[src/rtl/l2_reqs_retire_pkg.sv]
// Shared types and constants for the L2 miss completion tracker.
// Entry layout, response encodings and the saturating ack-counter helper.
package l2_reqs_retire_pkg;

    localparam int N_ENT     = 4;
    localparam int IDX_BITS  = $clog2(N_ENT);
    localparam int ADDR_BITS = 28;
    localparam int WORDS     = 4;
    localparam int WORD_BITS = 64;
    localparam int LINE_BITS = WORDS * WORD_BITS;
    localparam int CNT_BITS  = 5;
    localparam int MAX_N_L2  = 15;

    localparam logic [CNT_BITS-1:0] CNT_MAX_V = 5'b01111;
    localparam logic [CNT_BITS-1:0] CNT_MIN_V = 5'b10000;

    typedef enum logic [1:0] {
        MSG_DATA     = 2'd0,
        MSG_DATA_CNT = 2'd1,
        MSG_INV_ACK  = 2'd2,
        MSG_RSVD     = 2'd3
    } rspMsg_e;

    typedef enum logic [1:0] {
        ENT_IDLE = 2'd0,
        ENT_WAIT = 2'd1,
        ENT_DONE = 2'd2
    } entState_e;

    typedef struct packed {
        entState_e              state;
        logic [ADDR_BITS-1:0]   addr;
        logic [LINE_BITS-1:0]   line;
        logic [WORDS-1:0]       wordGot;
        logic                   dataSeen;
        logic [CNT_BITS-1:0]    ackCnt;
    } entry_t;

    // Signed add clamped to the counter range; MSB of the result flags a clamp.
    function automatic logic [CNT_BITS:0] satAdd(input logic [CNT_BITS-1:0] a,
                                                 input logic [CNT_BITS-1:0] b);
        logic signed [CNT_BITS:0] sum;
        sum = $signed({a[CNT_BITS-1], a}) + $signed({b[CNT_BITS-1], b});
        if (sum > $signed({1'b0, CNT_MAX_V}))
            return {1'b1, CNT_MAX_V};
        else if (sum < $signed({1'b1, CNT_MIN_V}))
            return {1'b1, CNT_MIN_V};
        else
            return {1'b0, sum[CNT_BITS-1:0]};
    endfunction

endpackage

[src/rtl/l2_reqs_retire_pick.sv]
// Lowest-index priority encoder, shared by free-entry, response-match and
// completed-entry selection.
module l2_reqs_retire_pick #(
    parameter int N    = 4,
    parameter int IDXW = $clog2(N)
) (
    input  logic [N-1:0]    req_i,
    output logic            valid_o,
    output logic [IDXW-1:0] idx_o
);

    always_comb begin
        valid_o = |req_i;
        idx_o   = '0;
        for (int i = N - 1; i >= 0; i--) begin
            if (req_i[i]) idx_o = IDXW'(i);
        end
    end

endmodule

[src/rtl/l2_reqs_retire.sv]
// Completion tracker for outstanding L2 misses: allocate, collect data/acks, retire.
// Optional SPX_WORD_GRAN_EN: honour rsp_mask_i for partial-line DATA responses.
module l2_reqs_retire
    import l2_reqs_retire_pkg::*;
(
    input  logic                 clk_i,
    input  logic                 rst_i,
    input  logic                 alloc_valid_i,
    output logic                 alloc_ready_o,
    input  logic [ADDR_BITS-1:0] alloc_addr_i,
    output logic [IDX_BITS-1:0]  alloc_i_o,
    input  logic                 rsp_valid_i,
    output logic                 rsp_ready_o,
    input  logic [1:0]           rsp_msg_i,
    input  logic [ADDR_BITS-1:0] rsp_addr_i,
    input  logic [CNT_BITS-1:0]  rsp_cnt_i,
    input  logic [LINE_BITS-1:0] rsp_line_i,
    input  logic [WORDS-1:0]     rsp_mask_i,
    output logic                 retire_valid_o,
    input  logic                 retire_ready_i,
    output logic [IDX_BITS-1:0]  retire_i_o,
    output logic [ADDR_BITS-1:0] retire_addr_o,
    output logic [LINE_BITS-1:0] retire_line_o,
    output logic                 rsp_err_o
);

    entry_t                entries_q [N_ENT];
    entry_t                entries_d [N_ENT];
    logic                  rspErr_q, rspErr_d;
    logic                  retireValid_q;
    logic [IDX_BITS-1:0]   retireIdx_q;
    logic [ADDR_BITS-1:0]  retireAddr_q;
    logic [LINE_BITS-1:0]  retireLine_q;

    logic [N_ENT-1:0]      idleVec, matchVec, doneAvail;
    logic                  matchValid, doneValid;
    logic [IDX_BITS-1:0]   matchIdx, doneIdx;
    logic                  allocFire, retireFire;
    logic [WORDS-1:0]      effMask;
    logic [CNT_BITS:0]     satRes;
    entry_t                rspEnt;

    assign rsp_ready_o    = 1'b1;
    assign allocFire      = alloc_valid_i && alloc_ready_o;
    assign retireFire     = retireValid_q && retire_ready_i;
    assign retire_valid_o = retireValid_q;
    assign retire_i_o     = retireIdx_q;
    assign retire_addr_o  = retireAddr_q;
    assign retire_line_o  = retireLine_q;
    assign rsp_err_o      = rspErr_q;

`ifdef SPX_WORD_GRAN_EN
    assign effMask = rsp_mask_i;
`else
    assign effMask = rsp_mask_i | {WORDS{1'b1}};
`endif

    // The entry being retired this cycle must not be re-presented.
    always_comb begin
        idleVec   = '0;
        matchVec  = '0;
        doneAvail = '0;
        for (int i = 0; i < N_ENT; i++) begin
            idleVec[i]   = (entries_q[i].state == ENT_IDLE);
            matchVec[i]  = rsp_valid_i && (entries_q[i].state == ENT_WAIT) &&
                           (entries_q[i].addr == rsp_addr_i);
            doneAvail[i] = (entries_q[i].state == ENT_DONE) &&
                           !(retireFire && (retireIdx_q == IDX_BITS'(i)));
        end
    end

    l2_reqs_retire_pick #(.N(N_ENT)) u_idlePick (
        .req_i(idleVec), .valid_o(alloc_ready_o), .idx_o(alloc_i_o));
    l2_reqs_retire_pick #(.N(N_ENT)) u_matchPick (
        .req_i(matchVec), .valid_o(matchValid), .idx_o(matchIdx));
    l2_reqs_retire_pick #(.N(N_ENT)) u_donePick (
        .req_i(doneAvail), .valid_o(doneValid), .idx_o(doneIdx));

    always_comb begin
        entries_d = entries_q;
        rspErr_d  = rspErr_q;
        rspEnt    = entries_q[matchIdx];
        satRes    = '0;

        if (allocFire) begin
            entries_d[alloc_i_o].state    = ENT_WAIT;
            entries_d[alloc_i_o].addr     = alloc_addr_i;
            entries_d[alloc_i_o].wordGot  = '0;
            entries_d[alloc_i_o].dataSeen = 1'b0;
            entries_d[alloc_i_o].ackCnt   = '0;
        end

        if (retireFire) entries_d[retireIdx_q].state = ENT_IDLE;

        if (rsp_valid_i) begin
            if (!matchValid || rsp_msg_i == MSG_RSVD) begin
                rspErr_d = 1'b1;
            end else begin
                if (rsp_msg_i == MSG_DATA || rsp_msg_i == MSG_DATA_CNT) begin
                    for (int w = 0; w < WORDS; w++) begin
                        if (effMask[w])
                            rspEnt.line[w*WORD_BITS +: WORD_BITS] =
                                rsp_line_i[w*WORD_BITS +: WORD_BITS];
                    end
                    rspEnt.wordGot  = rspEnt.wordGot | effMask;
                    rspEnt.dataSeen = &rspEnt.wordGot;
                end
                if (rsp_msg_i == MSG_DATA_CNT)
                    satRes = satAdd(rspEnt.ackCnt, rsp_cnt_i);
                else if (rsp_msg_i == MSG_INV_ACK)
                    satRes = satAdd(rspEnt.ackCnt, {CNT_BITS{1'b1}});
                else
                    satRes = {1'b0, rspEnt.ackCnt};
                rspEnt.ackCnt = satRes[CNT_BITS-1:0];
                if (satRes[CNT_BITS]) rspErr_d = 1'b1;
                if (rspEnt.dataSeen && rspEnt.ackCnt == '0) rspEnt.state = ENT_DONE;
                entries_d[matchIdx] = rspEnt;
            end
        end
    end

    always_ff @(posedge clk_i) begin
        if (rst_i) begin
            for (int i = 0; i < N_ENT; i++) entries_q[i] <= '0;
            rspErr_q <= 1'b0;
        end else begin
            for (int i = 0; i < N_ENT; i++) entries_q[i] <= entries_d[i];
            rspErr_q <= rspErr_d;
        end
    end

    // Retire output holds until accepted, then loads the next completed entry.
    always_ff @(posedge clk_i) begin
        if (rst_i) begin
            retireValid_q <= 1'b0;
            retireIdx_q   <= '0;
            retireAddr_q  <= '0;
            retireLine_q  <= '0;
        end else if (!retireValid_q || retire_ready_i) begin
            retireValid_q <= doneValid;
            if (doneValid) begin
                retireIdx_q  <= doneIdx;
                retireAddr_q <= entries_q[doneIdx].addr;
                retireLine_q <= entries_q[doneIdx].line;
            end
        end
    end

endmodule
[config.mk]
export PLATFORM = sky130hd
export DESIGN_NAME = l2_reqs_retire
export DESIGN_NICKNAME = d
export VERILOG_FILES = /design/src/rtl/l2_reqs_retire_pkg.sv /design/src/rtl/l2_reqs_retire_pick.sv /design/src/rtl/l2_reqs_retire.sv
export SDC_FILE = /design/constraint.sdc
export NUM_CORES = 2
export LEC_CHECK = 0
export CORE_AREA = 2 2 362 364
export CTS_BUF_LIST = sky130_fd_sc_hd__clkbuf_8 sky130_fd_sc_hd__clkbuf_16
export CTS_CLUSTER_DIAMETER = 100
export DETAILED_ROUTE_END_ITERATION = 8
export DIE_AREA = 0 0 364 366
export PLACE_DENSITY = 0.76
export SYNTH_ARGS = -nofsm -noshare
export SYNTH_HDL_FRONTEND = slang
export SYNTH_SLANG_ARGS = --single-unit
export TNS_END_PERCENT = 50
[constraint.sdc]
create_clock -name clk_i -period 6.5 [get_ports clk_i]
set_clock_uncertainty 0.05 [all_clocks]
set_input_delay 1.625 -clock clk_i [delete_from_list [all_inputs] [get_ports clk_i]]
set_output_delay 1.625 -clock clk_i [all_outputs]
set_load 0.005 [all_outputs]
; Word-level counts from Yosys, hierarchy flattened
; Index checks and enable logic that the tools add are counted.
[classes]
n_shift = 0
n_mux = 59
reduce_logical = 44
n_mul = 0
n_bitwise = 4
div = 0
addsub = 2
magnitude_cmp = 11
n_eq_ne = 18
[op_table]
columns = op, n
row1 = $bwmux 1184, 7
row2 = $mux 1184, 4
row3 = $demux 296 s2, 7
row4 = $mux 296, 5
row5 = $bmux 296 s2, 2
row6 = $mux 294, 3
row7 = $mux 261, 3
row8 = $eq 28x28->1, 4
row9 = $mux 6, 9
row10 = $mux 2, 15
row11 = $logic_and 1x1->1, 22
row12 = $eq 2x2->1 const B, 8
row13 = $eq 2x1->1 const B, 6
row14 = $ge 3x3->1 const B, 4
row15 = $gt 6x5->1 const B, 2
row16 = $logic_not 2->1, 6
row17 = $lt 6x5->1 const B, 2
row18 = $not 2->3, 4
row19 = $reduce_or 4->1, 3
row20 = $mux 10, 1
row21 = $lt 3x1->1 const B, 3
row22 = $add 5x1->6 const B, 1
row23 = $add 5x5->6, 1
row24 = $logic_not 1->1, 6
row25 = 6 further kinds, 10
[totals]
ramBits = 0
memories = 0
latchBits = 0
word_cells = 167
rom_bits = 0
out_inout_bits = 292
reg_bits = 1472

; Logic depth before layout (Yosys ltp)
[logic_depth]
depth_word = 27
depth_mapped = 24
ltp_nobuf = 22

; Modules after synthesis
; Synthesis repeated with hierarchy kept, for this count alone.
[hier_totals]
hier_cells = 6666
hier_area_um2 = 67496.0
[by_module_without_submodules]
columns = module, area_each_um2, n_inst, cells_per_inst, seq_area_each_um2
row1 = l2_reqs_retire, 67390.9, 1, 6645, 29148.0
row2 = l2_reqs_retire_pick, 35.0, 3, 7, 0.0

; Worst setup path after synthesis
; OpenSTA, ideal clock, no wires.
[synth_path]
path_kind = input-to-reg
start = input port rsp_addr_i[23]
end = register, netlist name entries_q[1182]
setup_slack_ps = 367
arrival_time_ps = 5968
path_stages = 21
t_required_ps = 6334
path_buffers = 1
setup_time_ps = 116
cell_sequence = xor2_1 -> or4_1 -> nor3_1 -> nand4_1 -> buf_6 -> mux2i_4 -> a211oi_4 -> inv_1 -> ha_1 -> fa_1 -> a21o_1 -> a21oi_1 -> xor2_1 -> inv_1 -> ha_1 -> a21o_1 -> o21ai_0 -> mux2i_1 -> nor4_4 -> nand3b_2 -> a31o_1
[synth_via]
elab_chain_cells = 26
[synth_rtl]
columns = element, line
row1 = start: declaration, l2_reqs_retire.sv:15  ; input logic [ADDR_BITS-1:0] rsp_addr_i,
row2 = $eq 28x28->1, l2_reqs_retire.sv:66  ; (entries_q[i].addr == rsp_addr_i);
row3 = $logic_and 1x1->1, l2_reqs_retire.sv:65  ; matchVec[i] = rsp_valid_i && (entries_q[i].state == ENT_WAIT) &&
row4 = $mux 2 (4 in series), l2_reqs_retire_pick.sv:16  ; if (req_i[i]) idx_o = IDXW'(i);
row5 = $not 2->3 (not written as such), "l2_reqs_retire.sv:82, l2_reqs_retire.sv:117"
row6 = $bmux 296 s2, l2_reqs_retire.sv:82  ; rspEnt = entries_q[matchIdx];
row7 = $mux 296 (not written as such) (2 in series), l2_reqs_retire.sv:82
row8 = $add 5x1->6, l2_reqs_retire_pkg.sv:43  ; sum = $signed({a[CNT_BITS-1], a}) + $signed({b[CNT_BITS-1], b});
row9 = $lt 6x5->1, l2_reqs_retire_pkg.sv:46  ; else if (sum < $signed({1'b1, CNT_MIN_V}))
row10 = (+6 left out), --
row11 = $logic_not 5->1, l2_reqs_retire.sv:116  ; if (rspEnt.dataSeen && rspEnt.ackCnt == '0) rspEnt.state = ENT_DONE;
row12 = $logic_and 1x1->1, l2_reqs_retire.sv:116
row13 = $mux 2, l2_reqs_retire.sv:116
row14 = $mux 2, l2_reqs_retire.sv:96  ; if (!matchValid || rsp_msg_i == MSG_RSVD) begin
row15 = $mux 2, l2_reqs_retire.sv:95  ; if (rsp_valid_i) begin
row16 = $bwmux 1184, l2_reqs_retire.sv:117  ; entries_d[matchIdx] = rspEnt;
row17 = $mux 1184 (*), l2_reqs_retire.sv:96
row18 = $mux 1184 (*), l2_reqs_retire.sv:95
; Every way passes the cells marked *; elsewhere a longest branch is shown, timed or not. The select of a mux whose other input is x is not followed.
; A chain may end at the register's enable or synchronous reset.

; Final worst setup path
[layout_path]
start = input port rsp_addr_i[8]
end = register, netlist name entries_q[1182]
[layout_via]
elab_chain_cells = 26
[layout_rtl]
columns = element, line
row1 = $eq 28x28->1, l2_reqs_retire.sv:66
row2 = $logic_and 1x1->1, l2_reqs_retire.sv:65
row3 = $mux 2 (4 in series), l2_reqs_retire_pick.sv:16
row4 = $not 2->3 (not written as such), "l2_reqs_retire.sv:82, l2_reqs_retire.sv:117"
row5 = $bmux 296 s2, l2_reqs_retire.sv:82
row6 = $mux 296 (not written as such) (2 in series), l2_reqs_retire.sv:82
row7 = $add 5x1->6, l2_reqs_retire_pkg.sv:43
row8 = $lt 6x5->1, l2_reqs_retire_pkg.sv:46
row9 = (+6 left out), --
row10 = $logic_not 5->1, l2_reqs_retire.sv:116
row11 = $logic_and 1x1->1, l2_reqs_retire.sv:116
row12 = $mux 2, l2_reqs_retire.sv:116
row13 = $mux 2, l2_reqs_retire.sv:96
row14 = $mux 2, l2_reqs_retire.sv:95
row15 = $bwmux 1184, l2_reqs_retire.sv:117
row16 = $mux 1184 (*), l2_reqs_retire.sv:96
row17 = $mux 1184 (*), l2_reqs_retire.sv:95
; Marks and branches as above.

==> impl_metrics.toml <==
[grt]
grt_start_max_net_pins = 196
grt_remaining_overflow = 0
grt_pass1_wl_mm = 353
track_usage_pct = 32.6
grt_pass1_vias = 62300
antenna_found_initial = 33

[finish]
n_fill_cell = 10900
syn_to_final_growth_pct = 20.2
layout-drive-gt1-share_pct = 6.48
num-nets-final = 8961
fin_util_pct = 62.3

[drt]
dr.pass1.iters = 9
detail_route.vias_per_cell = 6.27
first_iter_violations = 6848
drc = 0
wl_mm = 227
num_vias = 65900
wire_per_inst_um = 21.6
ant_nets = 0

[timing]
fin_ws_ns = 0.220
fmax_mhz = 159
hold_viol = 0
worstMarginPinSlew_ns = 1.17
setup_viol = 0
maxSlewHeadroom_pct = 22.0
slew_violations = 0
finalWorstPathRequiredPeriod_ns = 6.28
period_share_pct = 96.6

[clock_tree]
cts_sinks = 1456
hold_buffers = 0
clk_transition_reported_paths_ns = 0.06
max-clock-path-buffers = 3
numCtsBuffers = 153
cts_root_buf = "clkbuf_16"
cts_max_level = 4
clk_latency_ns = 0.78
cts_tree = "done"

[logic_synthesis]
syn_nets = 8779
synth-async-reset-ratio_pct = 0
yosysMostFrequentCell = "nor2_1"
yosysSeqAreaShare_pct = 43.6
syn_area_per_cell_sq_um = 7.93
synth.distinct_cells = 81
syn_inst = 8438
synth_area_leader_cell = "dfxtp_1"
synth_area_leaders = "dfxtp_1 (44%), a211oi_1 (15%), nor2_1 (8.9%), nand2_1 (6.3%), a21oi_1 (5.0%)"
ys_top_cells_by_count = "nor2_1 (1585), dfxtp_1 (1456), a211oi_1 (1313), nand2_1 (1115), clkbuf_1 (742)"
ys.flop_type = "dfxtp_1"
ys_seq_elements = 1456
synth_top_area_share_pct = 43.6
synth-edff-count = 0
ys_warn_count = 0
synth_area_sq_um = 66900

[setup_path]
cp_data_required_time_ns = 7.11
path_delay_family = "compound AO/OA/AOI/OAI gates"
slowest_stage = "or4b_4"
path_class = "input port to flip-flop"
crit_fanout = 5
end_kind = "flip-flop"
setup.worst_path.start_class = "input port"
crit_chain = "clkdlybuf4s50_1 > xnor2_2 > or4b_4 > nor4_4 > a2111oi_1 > o21a_1 > a211oi_4 > inv_1 > ha_1 > fa_1 > a21o_1 > a21oi_1 > xor2_1 > inv_1 > ha_1 > a21o_1 > o21ai_0 > mux2i_1 > nor4_4 > nand3b_2 > a31o_1"
path_depth = 21
worstPathArrival_ns = 6.89
slowest_delay_ns = 0.51
worst-path-buf-inv = 3
r2r_cells = 20

[power_and_ir_drop]
power_leakage_nw = 24.7
p_per_area_nw_per_um2 = 237
vdd_drop_max_mv = 0.268
power.total_mw = 19.1

[die]
fp.dieH_um = 366
start_util_pct = 51.9
die_w_um = 364
io_pins = 620
coreArea_sq_um = 129000
rows = 132
die_area_sq_um = 133000

[placed_design]
port_buffers = 614
dp_slack_ns = -0.535
gp_congestion = 0.950
dp_hpwl_mm = 135

[run]
drv_cap = 0

[hold_path]
min_path_type = "flip-flop to flip-flop"
hold-path-cell-count = 2

[run_status]
outcome = "finished clean"
-- worst paths after layout --
path                      start                  to  slack (ns)
min reg2reg  retire_line_o[253]  retire_line_o[253]        0.40
min          retire_line_o[253]  retire_line_o[253]        0.40
max reg2reg     entries_q[1158]     entries_q[1182]        1.19
max               rsp_addr_i[8]     entries_q[1182]        0.22
-- cells in the final DEF (no fill, tap or decap), types with 11 or more instances in the layout --
cell type and n:
nand3_1 17, a311o_1 284, clkbuf_8 45, clkdlybuf4s50_1 611, buf_4 189, ha_1 12, nand2_1 1111, and2_1 287
a211oi_1 1313, nor2_1 1584, clkinv_2 22, a21oi_1 669, nor3_1 266, xor2_1 32, o221ai_1 256, nand4_1 39
buf_12 76, dfxtp_1 1456, inv_1 47, bufinv_16 13, nor4_1 11, xnor2_1 80, a32oi_1 14, diode_2 28
clkbuf_16 158
-- cell families after synthesis --
logic type | Yosys count | share of synthesized area, %
and+or+nand+nor | 3377 | 21.1
AOI/OAI and AO/OA | 2600 | 28.3
DFF | 1456 | 43.6
buffers and inverters | 868 | 5.04
xor gates and xnor gates | 118 | 1.57
adders and majority gates | 13 | 0.254
muxes | 5 | 0.0935
other | 1 | 0.00561
-- final cells by class --
type	instances	area, sq um	area share [%]
timing repair buffer	879	9100	11.3
clock inverter	80	752	0.935
multi-input combinational	6114	34500	42.9
sequential	1456	29100	36.3
clock buffer	203	4570	5.69
antenna	28	70.1	0.0871
inverter	16	67.6	0.0840
tap	1742	2180	2.71
-- registers in the layout (all words and copies together) (netlist names) --
name            count
retire_line_o     256
retire_valid_o      1
rsp_err_o           1
retire_i_o          2
entries_q        1168
retire_addr_o      28
-- metrics by stage --
stage               instance area [sq um]  instances  hold slack (ns)  TNS [ns]
CTS                                 80300      10500            0.404         0
global placement                    75000      10200            0.392     -6.08
floorplan                           66900       8438            0.390         0
finish                              80400      10500            0.403         0
detailed placement                  75000      10200            0.396     -8.68
global route                        80400      10500            0.422   -0.0145
-- where the power goes --
part           total [mW]  internal, mW  switching (mW)
sequential           8.98          8.94          0.0331
clock                9.17          5.45            3.72
combinational       0.939         0.373           0.566
total                19.1          14.8            4.32
-- worst reg2reg max path, delay by kind of cell, from the launching register on --
kind | cells | cell delay [ns]
flops | 1 | 0.48
compound gates | 8 | 1.53
xor+xnor | 2 | 0.43
buf+inv | 2 | 0.19
fa+ha+maj | 3 | 0.90
simple gates | 4 | 1.49
mux | 1 | 0.15
-- routing by layer --
layer | track usage (%) | up-vias | part of all wire (%)
met4 | 16.2 | 16 | 4.4
met2 | 50.8 | 3262 | 46
met1 | 43.5 | 31200 | 41
met5 | 0 | - | 0.046
met3 | 5.60 | 611 | 9.0
li1 | - | 30800 | -
-- what timing repair did --
action / CTS / global route
endpoints found under the setup margin: 0 / 4
setup buffers: 0 / 1
resized for setup: 0 / 8
Power figures use the tool's default switching activity.
